<file path="config.mk">
export PLATFORM = sky130hd
export DESIGN_NAME = disp_scheduler_flat
export DESIGN_NICKNAME = d
export VERILOG_FILES = /design/src/rtl/disp_scheduler_if.sv /design/src/rtl/disp_scheduler.sv /design/src/flat_wrapper.sv
export SDC_FILE = /design/constraint.sdc
export NUM_CORES = 1
export LEC_CHECK = 0
export ABC_AREA = 1
export BUFFER_PORTS_ARGS = -buffer_cell sky130_fd_sc_hd__buf_4
export CELL_PAD_IN_SITES_DETAIL_PLACEMENT = 1
export CELL_PAD_IN_SITES_GLOBAL_PLACEMENT = 2
export CORE_AREA = 2 2 112 114
export CTS_BUF_LIST = sky130_fd_sc_hd__clkbuf_4 sky130_fd_sc_hd__clkbuf_8
export DETAILED_ROUTE_END_ITERATION = 12
export DIE_AREA = 0 0 114 116
export PLACE_DENSITY = 0.94
export SYNTH_ARGS = -nofsm -noshare
export SYNTH_HDL_FRONTEND = slang
export SYNTH_SLANG_ARGS = --single-unit
</file>
<file path="constraint.sdc">
create_clock -name Clk -period 2 [get_ports Clk]
set_input_delay 0.4 -clock Clk [delete_from_list [all_inputs] [get_ports Clk]]
set_output_delay 0.4 -clock Clk [all_outputs]
set_load 0.03 [all_outputs]
</file>
<file path="src/rtl/disp_scheduler_if.sv">
// Handshake and display bus between the requesters, disp_scheduler and the digit multiplexer.
interface disp_scheduler_if;
    logic [15:0] Value;
    logic        MsgReq;
    logic [31:0] MsgSegs;
    logic        MsgAck;
    logic        Owner;
    logic        ScanTick;
    logic [7:0]  seg0;
    logic [7:0]  seg1;
    logic [7:0]  seg2;
    logic [7:0]  seg3;

    modport master (
        output Value, MsgReq, MsgSegs,
        input  MsgAck, Owner, ScanTick, seg0, seg1, seg2, seg3
    );

    modport slave (
        input  Value, MsgReq, MsgSegs,
        output MsgAck, Owner, ScanTick, seg0, seg1, seg2, seg3
    );
endinterface

</file>
<file path="src/rtl/disp_scheduler.sv">
// Shares the 4-digit seven-segment display between the live hex value and timed raw messages.
// Optional: DISP_LEADING_ZERO_BLANK_EN blanks leading zero digits of the value (seg3 never blanked).
module disp_scheduler #(
    parameter int unsigned DIV        = 16,
    parameter int unsigned HOLD_TICKS = 1024
) (
    input logic             Clk,
    input logic             RstN,
    disp_scheduler_if.slave bus
);
    localparam int unsigned DW = (DIV > 2) ? $clog2(DIV) : 1;
    localparam int unsigned HW = (HOLD_TICKS > 1) ? $clog2(HOLD_TICKS + 1) : 1;
    localparam logic [DW-1:0] DIV_LAST = DW'(DIV - 1);
    localparam logic [DW-1:0] DIV_PRE  = DW'(DIV - 2);
    localparam logic [HW-1:0] HOLD_INIT = HW'(HOLD_TICKS);
    localparam logic [HW-1:0] HOLD_ONE  = HW'(1);

    typedef enum logic {SHOW_VAL, SHOW_MSG} state_t;

    state_t          state;
    logic [DW-1:0]   div_cnt;
    logic [HW-1:0]   hold_cnt;
    logic            scan_tick;
    logic            msg_ack;
    logic            owner;
    logic [3:0][7:0] segs;
    logic [3:0][7:0] val_segs;
    logic [3:0][7:0] msg_segs;

    function automatic logic [7:0] hex7(input logic [3:0] nib);
        hex7 = '1;
        case (nib)
            4'h0: hex7 = 8'hC0;
            4'h1: hex7 = 8'hF9;
            4'h2: hex7 = 8'hA4;
            4'h3: hex7 = 8'hB0;
            4'h4: hex7 = 8'h99;
            4'h5: hex7 = 8'h92;
            4'h6: hex7 = 8'h82;
            4'h7: hex7 = 8'hF8;
            4'h8: hex7 = 8'h80;
            4'h9: hex7 = 8'h90;
            4'hA: hex7 = 8'h88;
            4'hB: hex7 = 8'h83;
            4'hC: hex7 = 8'hC6;
            4'hD: hex7 = 8'hA1;
            4'hE: hex7 = 8'h86;
            4'hF: hex7 = 8'h8E;
        endcase
    endfunction

    // segs[0] is the leftmost digit and carries the most significant nibble.
    always_comb begin
        logic [3:0] nib;
`ifdef DISP_LEADING_ZERO_BLANK_EN
        logic lead;
        lead = 1'b1;
`endif
        val_segs = '1;
        for (int unsigned i = 0; i < 4; i++) begin
            nib = 4'(bus.Value >> (4 * (3 - i)));
            val_segs[i] = hex7(nib);
`ifdef DISP_LEADING_ZERO_BLANK_EN
            if (i < 3 && lead && nib == 4'h0) val_segs[i] = '1;
            if (nib != 4'h0) lead = 1'b0;
`endif
        end
    end

    assign msg_segs = {bus.MsgSegs[7:0], bus.MsgSegs[15:8], bus.MsgSegs[23:16], bus.MsgSegs[31:24]};

    always_ff @(posedge Clk or negedge RstN) begin
        if (!RstN) begin
            state     <= SHOW_VAL;
            div_cnt   <= '0;
            hold_cnt  <= '0;
            scan_tick <= 1'b0;
            msg_ack   <= 1'b0;
            owner     <= 1'b0;
            segs      <= '1;
        end else begin
            div_cnt   <= (div_cnt == DIV_LAST) ? '0 : div_cnt + 1'b1;
            // Registered tick lines up with the cycle in which div_cnt holds DIV-1.
            scan_tick <= (div_cnt == DIV_PRE);
            msg_ack   <= 1'b0;
            case (state)
                SHOW_VAL: begin
                    if (bus.MsgReq) begin
                        state    <= SHOW_MSG;
                        owner    <= 1'b1;
                        msg_ack  <= 1'b1;
                        hold_cnt <= HOLD_INIT;
                        segs     <= msg_segs;
                    end else begin
                        segs <= val_segs;
                    end
                end
                SHOW_MSG: begin
                    if (scan_tick) begin
                        if (hold_cnt == HOLD_ONE) begin
                            state <= SHOW_VAL;
                            owner <= 1'b0;
                            segs  <= val_segs;
                        end else begin
                            hold_cnt <= hold_cnt - 1'b1;
                        end
                    end
                end
                default: begin
                    state <= SHOW_VAL;
                    owner <= 1'b0;
                end
            endcase
        end
    end

    assign bus.ScanTick = scan_tick;
    assign bus.MsgAck   = msg_ack;
    assign bus.Owner    = owner;
    assign bus.seg0     = segs[0];
    assign bus.seg1     = segs[1];
    assign bus.seg2     = segs[2];
    assign bus.seg3     = segs[3];
endmodule

</file>
<file path="src/flat_wrapper.sv">
// flat-port wrapper written by rule: the top's interface ports become plain ports
module disp_scheduler_flat 
#(
    parameter int unsigned DIV        = 16,
    parameter int unsigned HOLD_TICKS = 1024
)
  (Clk, RstN, bus_Value, bus_MsgReq, bus_MsgSegs, bus_MsgAck, bus_Owner, bus_ScanTick, bus_seg0, bus_seg1, bus_seg2, bus_seg3);
  disp_scheduler_if bus_i ();
  input logic Clk;
  input logic RstN;
  input wire logic [$bits(bus_i.Value)-1:0] bus_Value;
  input wire logic [$bits(bus_i.MsgReq)-1:0] bus_MsgReq;
  input wire logic [$bits(bus_i.MsgSegs)-1:0] bus_MsgSegs;
  output wire logic [$bits(bus_i.MsgAck)-1:0] bus_MsgAck;
  output wire logic [$bits(bus_i.Owner)-1:0] bus_Owner;
  output wire logic [$bits(bus_i.ScanTick)-1:0] bus_ScanTick;
  output wire logic [$bits(bus_i.seg0)-1:0] bus_seg0;
  output wire logic [$bits(bus_i.seg1)-1:0] bus_seg1;
  output wire logic [$bits(bus_i.seg2)-1:0] bus_seg2;
  output wire logic [$bits(bus_i.seg3)-1:0] bus_seg3;
  assign bus_i.Value = bus_Value;
  assign bus_i.MsgReq = bus_MsgReq;
  assign bus_i.MsgSegs = bus_MsgSegs;
  assign bus_MsgAck = bus_i.MsgAck;
  assign bus_Owner = bus_i.Owner;
  assign bus_ScanTick = bus_i.ScanTick;
  assign bus_seg0 = bus_i.seg0;
  assign bus_seg1 = bus_i.seg1;
  assign bus_seg2 = bus_i.seg2;
  assign bus_seg3 = bus_i.seg3;
  disp_scheduler #(.DIV(DIV), .HOLD_TICKS(HOLD_TICKS)) u_core (.Clk(Clk), .RstN(RstN), .bus(bus_i));
endmodule
</file>
==> metrics.txt <==
RSZ-0062 raised after global routing=false; Worst Path Required=2260 ps; Site Rows=40; slew margin rel.=55.8%; most frequent cells after synthesis=nand2_1 (172), nand3_1 (61), nor2_1 (49), inv_1 (36), dfstp_2 (32); layout filler cell count=1495; drt drc=0; post-synthesis sequential area ratio=35.8%; CP peak stage delay=410 ps; synth top area cells=dfstp_2 (23%), nand2_1 (18%), dfrtp_1 (13%), ha_1 (9.5%), nand3_1 (8.3%); CTS resizes=0; async set-reset flop share out of synthesis=100%; post-synth top area cell=dfstp_2; final hold violation count=0; cells along the critical path=inv_1 -> ha_1 -> nand2_2 -> nor2_8 -> nand4_4 -> nand2_2 -> buf_12 -> nand3_1 -> nand2_1; vias in the first global route=3746; flops & latches, synth=51; status=finished clean; Buf+Inv Stages, Crit Path=2; vias per cell=4.81; minimum clock period=1730 ps; post-route ant nets=0; Clock transition at path regs=90 ps; Worst Tran Pin Value=663 ps; die width=114 µm; Multi-input gate area=2050 µm²; gr ovfl total=0; endpoint class of the critical path=flip-flop; CP top delay family=simple AND/OR/NAND/NOR gates; Worst-Skew Late Latency=310 ps; H-tree level count=2; fmax=0.579 GHz; PortBufs=85; fraction of layout cells with a size suffix above 1=26.7%; Final Skew=5.12 ps; Antenna Cells=0; HP Class=in -> async; final net count=666; Max-cap violations=0; Final Wtd Congestion=0.824; startpoint types=flip-flop; Max clock buf depth=2; count leader, synth=nand2_1; Core ar.=11900 µm²; area grow syn2layout=22.8%; Ys Warns=0; Tot Pwr=2.49 mW; Tot GR Track Use=16.4%; DIE AREA=13200 µm²; Mapped Cells=512; Final Cycle Share=86.4%; endpoints failing setup=0; post-CTS setup buffer count=0; WS Path Type=reg -> reg; io pins=86; post-synthesis cell type count=36; TritonCTS Sinks=51; leakage power=2.40 nW; Synth top area share=22.9%; initial DRC count=136; initial antenna violation count=0; predominant post-synthesis flop cell=dfstp_2; crit path DAT=1980 ps; Die Span Y=116 µm; Slew Viols, Final=0; Detailed Place HPWL=8080 µm; Power Density=551 nW/µm²; Syn Area/Cell=7.18 µm²; clock root buffer=clkbuf_8; Mapped Nets=591; TritonCTS Buffers=5; drt total wl=10500 µm; TNS Setup=0 ps; cell repeated most along the worst path=nand2_2; Reg area=1320 µm²; Worst Path Max Fanout=33; CTS tree=built; hold buffers post-CTS=0; Mapped Area=3670 µm²; via count=3535; maximum vdd drop=0.281 mV; Pre-Repair DR Iteration Count=4; Crit-path slowest cell=dfrtp_1; first-pass GRT wire length=17800 µm; Initial Util=30.9%; wire length per cell=14.3 µm; largest net degree at the start of global routing=52; Post-synth EDFFs=0
==> per-stage QoR <==
stage / setup WS [ps] / util, % / cell area [µm²] / std cells / hold slack (ps)
3_5_place_dp: 283 / 37.1 / 4420 / 727 / 481
6_report: 273 / 37.9 / 4510 / 735 / 111
5_1_grt: 138 / 37.9 / 4510 / 735 / 164
4_1_cts: 261 / 37.9 / 4510 / 735 / 136
2_1_floorplan: 544 / - / 3670 / 512 / 104
3_3_place_gp: 369 / 37.1 / 4420 / 727 / 472
==> worst paths after layout <==
check | from | to | slack, ps | cells past startpoint
max in group asynchronous | RstN | u_core.hold_cnt[7] | 1440 | 1
setup reg to reg | u_core.hold_cnt[1] | u_core.bus.seg1[5] | 270 | 9
hold reg to reg | u_core.bus.seg0[3] | u_core.bus.seg0[3] | 500 | 2
min in group Clk | bus_MsgSegs[15] | u_core.bus.seg2[7] | 320 | 3
hold / removal | RstN | u_core.bus.MsgAck | 110 | 1
setup / recovery | u_core.hold_cnt[1] | u_core.bus.seg1[5] | 270 | 9
==> state kept, by name, indices dropped and copies added (netlist names) <==
name	cells
u_core.hold_cnt	11
u_core.bus.seg0	8
u_core.bus.seg1	8
u_core.bus.seg2	8
u_core.bus.seg3	8
u_core.div_cnt	4
u_core.bus.MsgAck	1
u_core.bus.Owner	1
u_core.bus.ScanTick	1
u_core.state	1
==> cell families (layout without fill, tap and decap cells) <==
| kind of cell | count (synthesis) | after routing | share of synthesized area [%] |
|---|---|---|---|
| AOI/OAI and AO/OA | 58 | 58 | 8.72 |
| xor gates and xnor gates | 5 | 5 | 1.19 |
| adders and majority gates | 28 | 28 | 9.53 |
| buffers and inverters | 66 | 142 | 8.41 |
| DFF | 51 | 51 | 35.8 |
| and+or+nand+nor | 304 | 304 | 36.3 |
==> cells in the final DEF, fill, tap and decap left out, drive strengths merged <==
cell,count
a21oi,16
a31oi,5
buf,91
clkbuf,6
clkinv,3
clkinvlp,1
dfrtp,19
dfstp,32
ha,28
inv,41
nand2,182
nand3,63
nand3b,1
nand4,4
nor2,52
o211ai,3
o21ai,31
o21bai,1
o22ai,2
or2,2
xor2,5
==> layout make-up <==
cell class / count / area share, %
clock inverters: 2 / 0.277
clock buffers: 6 / 1.69
well taps: 147 / 4.08
multi-input cells: 395 / 45.4
flip-flops and latches: 51 / 29.2
repair buffers: 91 / 15.7
inverters: 43 / 3.66
==> where the power goes <==
part | internal (mW) | total (mW) | switching, mW
combinational | 0.267 | 0.698 | 0.431
sequential | 1.14 | 1.18 | 0.0451
clock | 0.259 | 0.608 | 0.349
==> routing by layer <==
metal	GRT usage (%)	wire length (µm)	vias up
met5	0	0	-
met4	3.17	79	0
met3	2.51	393	6
met2	30.1	5370	59
met1	20.6	4670	1688
li1	-	-	1782
Power figures use the tool's default switching activity.
